===== src/rtl/hazard_stall_ctrl_if.sv =====
// Pipeline-side bundle for the hazard/stall controller: D/E/M operand info in, stall controls out.
// The optional StallCount output (macro STALL_CNT_EN) is a plain port on the controller, not part of this bundle.
interface hazard_stall_ctrl_if;
  logic [4:0] Rs_D;
  logic [4:0] Rt_D;
  logic [1:0] Tuse_Rs_D;
  logic [1:0] Tuse_Rt_D;
  logic [4:0] Dst_E;
  logic [1:0] Tnew_E;
  logic       RegWrite_E;
  logic [4:0] Dst_M;
  logic [1:0] Tnew_M;
  logic       RegWrite_M;
  logic       MdStart_E;
  logic       MdIsDiv_E;
  logic       MdUse_D;
  logic       Stall_F;
  logic       Stall_D;
  logic       Flush_E;
  logic       MdBusy;
  logic [3:0] MdCount;

  modport master (
    output Rs_D, Rt_D, Tuse_Rs_D, Tuse_Rt_D, Dst_E, Tnew_E, RegWrite_E,
    output Dst_M, Tnew_M, RegWrite_M, MdStart_E, MdIsDiv_E, MdUse_D,
    input  Stall_F, Stall_D, Flush_E, MdBusy, MdCount
  );

  modport slave (
    input  Rs_D, Rt_D, Tuse_Rs_D, Tuse_Rt_D, Dst_E, Tnew_E, RegWrite_E,
    input  Dst_M, Tnew_M, RegWrite_M, MdStart_E, MdIsDiv_E, MdUse_D,
    output Stall_F, Stall_D, Flush_E, MdBusy, MdCount
  );
endinterface


===== src/rtl/hazard_stall_ctrl.sv =====
// Tuse/Tnew hazard detection plus mult/div busy tracking for the 5-stage MIPS pipeline.
// Optional macro STALL_CNT_EN adds a saturating 32-bit StallCount output.
module hazard_stall_ctrl #(
  parameter int unsigned MULT_CYCLES = 5,
  parameter int unsigned DIV_CYCLES  = 10
) (
  input  logic                clk,
  input  logic                reset,
`ifdef STALL_CNT_EN
  output logic [31:0]         StallCount,
`endif
  hazard_stall_ctrl_if.slave  hif
);

  localparam logic [3:0] MULT_LOAD = 4'(MULT_CYCLES);
  localparam logic [3:0] DIV_LOAD  = 4'(DIV_CYCLES);

  typedef enum logic {IDLE, BUSY} md_state_t;

  md_state_t  state_reg;
  logic [3:0] count_reg;

  // Operand 0 is rs, operand 1 is rt; both use the same hazard rule.
  logic [1:0][4:0] src_d;
  logic [1:0][1:0] tuse_d;
  logic [1:0]      hz;
  logic            md_stall;
  logic            stall;

  assign src_d[0]  = hif.Rs_D;
  assign src_d[1]  = hif.Rt_D;
  assign tuse_d[0] = hif.Tuse_Rs_D;
  assign tuse_d[1] = hif.Tuse_Rt_D;

  generate
    for (genvar gi = 0; gi < 2; gi++) begin : g_operand
      assign hz[gi] = (src_d[gi] != 5'd0) &
                      ((hif.RegWrite_E & (hif.Dst_E == src_d[gi]) & (tuse_d[gi] < hif.Tnew_E)) |
                       (hif.RegWrite_M & (hif.Dst_M == src_d[gi]) & (tuse_d[gi] < hif.Tnew_M)));
    end
  endgenerate

  assign md_stall = hif.MdUse_D & (hif.MdStart_E | (state_reg == BUSY));
  assign stall    = |hz | md_stall;

  assign hif.Stall_F = stall & ~reset;
  assign hif.Stall_D = stall & ~reset;
  assign hif.Flush_E = stall & ~reset;
  assign hif.MdBusy  = (state_reg == BUSY);
  assign hif.MdCount = count_reg;

  // A start always reloads, even when already busy; it belongs to E, which is never flushed.
  always_ff @(posedge clk) begin
    if (reset) begin
      state_reg <= IDLE;
      count_reg <= 4'd0;
    end else if (hif.MdStart_E) begin
      state_reg <= BUSY;
      count_reg <= hif.MdIsDiv_E ? DIV_LOAD : MULT_LOAD;
    end else if (state_reg == BUSY) begin
      if (count_reg > 4'd1) begin
        count_reg <= count_reg - 4'd1;
      end else begin
        state_reg <= IDLE;
        count_reg <= 4'd0;
      end
    end
  end

`ifdef STALL_CNT_EN
  logic [31:0] stall_cnt_reg;

  always_ff @(posedge clk) begin
    if (reset) begin
      stall_cnt_reg <= 32'd0;
    end else if (stall && (stall_cnt_reg != 32'hFFFF_FFFF)) begin
      stall_cnt_reg <= stall_cnt_reg + 32'd1;
    end
  end

  assign StallCount = stall_cnt_reg;
`endif

endmodule


===== src/flat_wrapper.sv =====
// flat-port wrapper written by rule: the top's interface ports become plain ports
module hazard_stall_ctrl_flat 
#(
  parameter int unsigned MULT_CYCLES = 5,
  parameter int unsigned DIV_CYCLES  = 10
)
  (clk, reset, hif_Rs_D, hif_Rt_D, hif_Tuse_Rs_D, hif_Tuse_Rt_D, hif_Dst_E, hif_Tnew_E, hif_RegWrite_E, hif_Dst_M, hif_Tnew_M, hif_RegWrite_M, hif_MdStart_E, hif_MdIsDiv_E, hif_MdUse_D, hif_Stall_F, hif_Stall_D, hif_Flush_E, hif_MdBusy, hif_MdCount);
  hazard_stall_ctrl_if hif_i ();
  input  logic clk;
  input  logic reset;
  input wire logic [$bits(hif_i.Rs_D)-1:0] hif_Rs_D;
  input wire logic [$bits(hif_i.Rt_D)-1:0] hif_Rt_D;
  input wire logic [$bits(hif_i.Tuse_Rs_D)-1:0] hif_Tuse_Rs_D;
  input wire logic [$bits(hif_i.Tuse_Rt_D)-1:0] hif_Tuse_Rt_D;
  input wire logic [$bits(hif_i.Dst_E)-1:0] hif_Dst_E;
  input wire logic [$bits(hif_i.Tnew_E)-1:0] hif_Tnew_E;
  input wire logic [$bits(hif_i.RegWrite_E)-1:0] hif_RegWrite_E;
  input wire logic [$bits(hif_i.Dst_M)-1:0] hif_Dst_M;
  input wire logic [$bits(hif_i.Tnew_M)-1:0] hif_Tnew_M;
  input wire logic [$bits(hif_i.RegWrite_M)-1:0] hif_RegWrite_M;
  input wire logic [$bits(hif_i.MdStart_E)-1:0] hif_MdStart_E;
  input wire logic [$bits(hif_i.MdIsDiv_E)-1:0] hif_MdIsDiv_E;
  input wire logic [$bits(hif_i.MdUse_D)-1:0] hif_MdUse_D;
  output wire logic [$bits(hif_i.Stall_F)-1:0] hif_Stall_F;
  output wire logic [$bits(hif_i.Stall_D)-1:0] hif_Stall_D;
  output wire logic [$bits(hif_i.Flush_E)-1:0] hif_Flush_E;
  output wire logic [$bits(hif_i.MdBusy)-1:0] hif_MdBusy;
  output wire logic [$bits(hif_i.MdCount)-1:0] hif_MdCount;
  assign hif_i.Rs_D = hif_Rs_D;
  assign hif_i.Rt_D = hif_Rt_D;
  assign hif_i.Tuse_Rs_D = hif_Tuse_Rs_D;
  assign hif_i.Tuse_Rt_D = hif_Tuse_Rt_D;
  assign hif_i.Dst_E = hif_Dst_E;
  assign hif_i.Tnew_E = hif_Tnew_E;
  assign hif_i.RegWrite_E = hif_RegWrite_E;
  assign hif_i.Dst_M = hif_Dst_M;
  assign hif_i.Tnew_M = hif_Tnew_M;
  assign hif_i.RegWrite_M = hif_RegWrite_M;
  assign hif_i.MdStart_E = hif_MdStart_E;
  assign hif_i.MdIsDiv_E = hif_MdIsDiv_E;
  assign hif_i.MdUse_D = hif_MdUse_D;
  assign hif_Stall_F = hif_i.Stall_F;
  assign hif_Stall_D = hif_i.Stall_D;
  assign hif_Flush_E = hif_i.Flush_E;
  assign hif_MdBusy = hif_i.MdBusy;
  assign hif_MdCount = hif_i.MdCount;
  hazard_stall_ctrl #(.MULT_CYCLES(MULT_CYCLES), .DIV_CYCLES(DIV_CYCLES)) u_core (.clk(clk), .reset(reset), .hif(hif_i));
endmodule

===== config.mk =====
export PLATFORM = sky130hd
export DESIGN_NAME = hazard_stall_ctrl_flat
export DESIGN_NICKNAME = d
export VERILOG_FILES = /design/src/rtl/hazard_stall_ctrl_if.sv /design/src/rtl/hazard_stall_ctrl.sv /design/src/flat_wrapper.sv
export SDC_FILE = /design/constraint.sdc
export NUM_CORES = 1
export LEC_CHECK = 0
export BUFFER_PORTS_ARGS = -buffer_cell sky130_fd_sc_hd__buf_2
export CORE_AREA = 2 2 46 48
export DETAILED_ROUTE_END_ITERATION = 10
export DIE_AREA = 0 0 48 50
export GPL_TIMING_DRIVEN = 0
export PLACE_DENSITY_LB_ADDON = 0.1
export SYNTH_ARGS = -nofsm -noshare
export SYNTH_HDL_FRONTEND = slang
export SYNTH_SLANG_ARGS = --single-unit

===== constraint.sdc =====
create_clock -name clk -period 1.25 [get_ports clk]
set_input_delay 0.0625 -clock clk [delete_from_list [all_inputs] [get_ports clk]]
set_output_delay 0.0625 -clock clk [all_outputs]
set_load 0.02 [all_outputs]

-- Word-level counts from Yosys, hierarchy flattened
Cells that the tools add are included.
- $add $sub $neg: 1
- magnitude comparators: 5
- equality and inequality tests: 4
- muxes and demuxes: 7
- bitwise gates (word level): 17
- reductions and logical operators: 4
- operator list (operator ; count):
    5-bit == test ; 4
    4-bit two-way mux ; 4
    1-bit bitwise AND ; 12
    5-bit nonzero test ; 2
    2-bit less-than comparator ; 4
    4-bit by 1-bit greater-than comparator with 1-bit output (second input constant) ; 1
    1-bit bitwise OR ; 4
    4-bit by 1-bit subtractor with 4-bit output (second input constant) ; 1
    1-bit two-way mux ; 3
    2-bit nonzero test ; 1
    2-bit OR reduction ; 1
    1-bit NOT ; 1
- register bits after elaboration: 5
- output and inout port bits: 8
- logic and storage cells: 40

-- Longest topological paths before layout
- word-level depth: 8
- mapped depth: 8

-- Worst setup path before layout
OpenSTA, ideal clock, no wires.
- path type: in2out
- from: input hif_Tnew_M[1]
- to: output hif_Stall_D
- arrival time: 1638 ps
- data required time: 1188 ps
- slack: -450 ps
- cell stages on the path: 8
- buffers on the path: 1
- cell sequence: inv_1 ha_1 and2b_2 nand4_1 a2111oi_2 o22ai_1 a31oi_1 buf_4
- word-level cells in the longest chain between the ends: 7
- elaborated cells between the ends (all ways): 11
- those cells by class: order compare (2); bitwise (8); reduce/logical (1)
- RTL lines (what ; RTL line ; text):
    from (decl) ; flat_wrapper.sv:19 ; input wire logic [$bits(hif_i.Tnew_M)-1:0] hif_Tnew_M;
    2-bit less-than comparator ; hazard_stall_ctrl.sv:39 ; (hif.RegWrite_M & (hif.Dst_M == src_d[gi]) & (tuse_d[gi] < hif.Tnew_M)));
    1-bit bitwise AND ; hazard_stall_ctrl.sv:39 ;
    1-bit bitwise OR ; hazard_stall_ctrl.sv:38 ; ((hif.RegWrite_E & (hif.Dst_E == src_d[gi]) & (tuse_d[gi] < hif.Tnew_E)) |
    1-bit bitwise AND ; hazard_stall_ctrl.sv:37 ; assign hz[gi] = (src_d[gi] != 5'd0) &
    2-bit OR reduction (*) ; hazard_stall_ctrl.sv:44 ; assign stall = |hz | md_stall;
    1-bit bitwise OR (*) ; hazard_stall_ctrl.sv:44 ;
    1-bit bitwise AND (*) ; n/a ;
    to (decl) ; flat_wrapper.sv:25 ; output wire logic [$bits(hif_i.Stall_D)-1:0] hif_Stall_D;
Every way passes the cells marked *; elsewhere a longest branch is shown, timed or not.

-- Worst setup path in the final report
- from: input hif_Tnew_E[1]
- to: output hif_Stall_D
- word-level cells in the longest chain between the ends: 7
- elaborated cells between the ends (all ways): 11
- those cells by class: order compare (2); bitwise (8); reduce/logical (1)
- RTL lines (what ; RTL line ; text):
    from (decl) ; flat_wrapper.sv:16 ; input wire logic [$bits(hif_i.Tnew_E)-1:0] hif_Tnew_E;
    2-bit less-than comparator ; hazard_stall_ctrl.sv:38 ;
    1-bit bitwise AND ; hazard_stall_ctrl.sv:38 ;
    1-bit bitwise OR ; hazard_stall_ctrl.sv:38 ;
    1-bit bitwise AND ; hazard_stall_ctrl.sv:37 ;
    2-bit OR reduction (*) ; hazard_stall_ctrl.sv:44 ;
    1-bit bitwise OR (*) ; hazard_stall_ctrl.sv:44 ;
    1-bit bitwise AND (*) ; hazard_stall_ctrl.sv:47 ; assign hif.Stall_D = stall & ~reset;
Marked as above.

==> results.py <==
metrics = {
    "drt": {
        "drt-total-wl_mm": 1.96,
        "postRouteAntennaNets": 0,
        "detail_route.wl_per_cell_microns": 12.4,
        "wl_met3_microns": 72,
        "drtIter0Drc": 2,
        "maxUsedRoutingLayer": "met4",
        "num_vias": 759,
        "drc": 0,
        "avgViaCountPerCell": 4.80,
        "dr_wl_met2_microns": 924,
        "firstDrtPassIters": 2,
        "met1_length_microns": 929,
    },
    "synthesis": {
        "synthCells": 80,
        "synth_top_cell_by_area": "xnor2_1",
        "ys.flop_type": "dfxtp_1",
        "synth_cell_types": 27,
        "synth_xor_area_share_pct": 25.6,
        "synth.area.top_cells": "xnor2_1 (15%), dfxtp_1 (15%), ha_1 (11%)",
        "synth_top_family_by_area": "XOR/XNOR gates",
        "post_synth_mux_area_share_pct": 1.47,
        "synth_compound_area_share_pct": 20.9,
        "synth_top_area_share_pct": 15.4,
        "async_flop_share_pct": 0,
        "synthAdderAreaFrac_pct": 11.0,
        "ys_seq_area_share_pct": 14.7,
        "ys_warn_count": 0,
        "syn-num-nets": 121,
        "netlist_area_sq_um": 683,
        "synth_edf_count": 0,
        "syn_area_per_cell_sq_um": 8.54,
        "synthSimpleGateAreaFrac_pct": 20.9,
        "synth_seq_cells": 5,
    },
    "worst_setup_path": {
        "rr_startpoint": "u_core.hif.MdCount[1]$_SDFFE_PP0N_",
        "path_class": "in2out",
        "critPathLaunchType": "input pin",
        "required_ns": 1.19,
        "worstPathMaxFanout": 3,
        "worst-r2r-cell-count": 6,
        "crit_path_start": "hif_Tnew_E[1]",
        "ff2ff_setup_slack_ns": -0.08,
        "arrival_ns": 1.53,
        "cp-end-kind": "primary output",
    },
    "clock_network": {
        "clock_latency_ns": 0.24,
        "cts_root_buffer": "clkbuf_4",
        "htreeDepth": 1,
        "numCtsBuffers": 3,
        "cts_tree": "done",
        "clock_sinks": 5,
        "cts.reportedPaths.clkPinSlew_ns": 0.04,
        "cts_hold_buf": 0,
        "cts.path.max_buffers": 2,
    },
    "floorplanning": {
        "die_x_microns": 48,
        "start_util_pct": 35.9,
        "die-area_sq_mm": 0.00240,
        "core_area_sq_mm": 0.00190,
        "num_rows": 16,
        "die_h_microns": 50,
        "io_pins": 43,
    },
    "finish": {
        "fill_cells": 167,
        "final_cell_mix": "buf_2 (36), xnor2_1 (12), xor2_1 (8)",
        "layout.nets": 173,
        "drive_above_1_share_pct": 56.5,
        "area_delta_synth_final_pct": 75.8,
        "n_antenna_cell": 0,
        "fin_cells": 158,
        "final_common_cell": "buf_2",
        "utilization_pct": 63.2,
    },
    "sta": {
        "rsz0062_at_grt": "true",
        "fin_crit_sh_pct": 128,
        "clock_skew_ns": 0.00262,
        "holdWs_ns": 0.0659,
        "fmax_ghz": 0.627,
        "finalHoldViolCount": 0,
        "setup_tns_ns": -1.10,
        "setup_violations": 5,
        "maxSlewViolCount": 0,
        "worst_pin_slew_ns": 0.318,
        "setup_slack_ns": -0.346,
        "min_period_ns": 1.60,
        "slew_headroom_pct": 78.5,
    },
    "run_status": {
        "violations": "negative setup slack",
        "status": "finished with violations",
    },
    "placement": {
        "dp_cells": 148,
        "gp_congestion": 0.750,
        "port_buffers": 41,
        "dpl.hpwl_mm": 1.56,
    },
    "global_route": {
        "antenna_found_initial": 0,
        "overflow": 0,
        "grt_pass1_wl_mm": 3.07,
        "grt_util_all_layers_pct": 17.3,
        "grt_pass1_vias": 755,
        "grt_start_max_net_pins": 9,
    },
    "power": {
        "pwr-share-comb_pct": 50.9,
        "p_switching_w": 0.000273,
        "powerDensity_mw_per_mm2": 641,
        "pwr-share-seq_pct": 25.1,
        "power.internal_w": 0.000497,
        "leakagePower_nw": 0.491,
        "swShare_pct": 35.4,
        "p_clk_share_pct": 24.0,
        "fin_total_pwr_w": 0.000770,
        "ir_drop_mv": 0.589,
    },
    "worst_hold_path": {
        "hp-class": "in2reg",
        "min-delay-start": "reset",
        "hold_depth": 2,
    },
    "flow_run": {
        "cap_violations": 0,
    },
}
-- stage by stage --
stage | worst slack (ns) | instance area [sq um]
floorplan | -0.102 | 788
global placement | -0.404 | 1030
detailed placement | -0.446 | 1030
CTS | -0.344 | 1160
global route | -0.436 | 1200
finish | -0.346 | 1200
-- cells in the mapped netlist (all sizes together) (2+ instances only) --
master / number
a21oi: 3
buf: 2
o31a: 3
dfxtp: 5
o22ai: 2
xor2: 8
nand4: 4
a2111oi: 4
nand2b: 4
or4: 2
ha: 6
xnor2: 12
nor2b: 4
nor2: 5
o21a: 2
inv: 5
-- area by class of cell --
| type | instances | area (sq um) | share of cell area, % |
|---|---|---|---|
| inverter | 5 | 38.8 | 3.23 |
| multi-input combinational | 67 | 679 | 56.6 |
| tap | 27 | 33.8 | 2.81 |
| timing repair buffer | 47 | 289 | 24.1 |
| sequential | 5 | 108 | 8.96 |
| clock buffer | 4 | 26.3 | 2.19 |
| buffer | 3 | 26.3 | 2.19 |
-- repair_timing --
action                                  in CTS  in global routing
gates resized for setup                     17                  3
endpoints found under the hold margin        0                  0
pin swaps                                    7                  0
endpoints found under the setup margin       5                  7
buffers inserted                             5                  1
-- kinds of logic after synthesis --
group / count (synthesis)
multiplexers: 1
adder cells (fa/ha/maj): 6
buffers and inverters: 8
flip-flops: 5
AND/OR/NAND/NOR: 23
XOR/XNOR: 20
AO/OA/AOI/OAI: 17
-- power groups by stage --
stage | logic [W] | clock network [W] | registers, W
finish | 0.000392 | 0.000185 | 0.000193
global route | 0.000430 | 0.000194 | 0.000195
CTS | 0.000374 | 0.000188 | 0.000191
detailed placement | 0.000327 | 0 | 0.000195
global placement | 0.000321 | 0 | 0.000194
floorplan | 0.000180 | 0 | 0.000208
-- routing by layer --
layer / vias up / GRT usage [%]
li1: 396 / -
met1: 331 / 24.2
met2: 28 / 28.0
met3: 4 / 1.10
met4: 0 / 4.05
met5: - / 0
-- critical path, cell delays in order --
cell and delay, ns:
buf_8 0.09, inv_12 0.03, ha_4 0.14, nor2b_2 0.12, nand4_1 0.17, a2111oi_4 0.33, o22ai_2 0.13, a31oi_4 0.22
buf_6 0.13, buf_6 0.10
-- worst paths after layout --
path,endpoint
hold reg to reg,u_core.hif.MdCount[3]$_SDFFE_PP0N_
setup reg to reg,u_core.hif.MdCount[1]$_SDFFE_PP0N_
hold / removal,u_core.hif.MdBusy$_SDFF_PP0_
setup / recovery,hif_Stall_D
-- registers in the layout, summed over array words and instances (netlist names) --
register,count
u_core.hif.MdCount,4
u_core.hif.MdBusy,1
(Power assumes the default switching activity.)
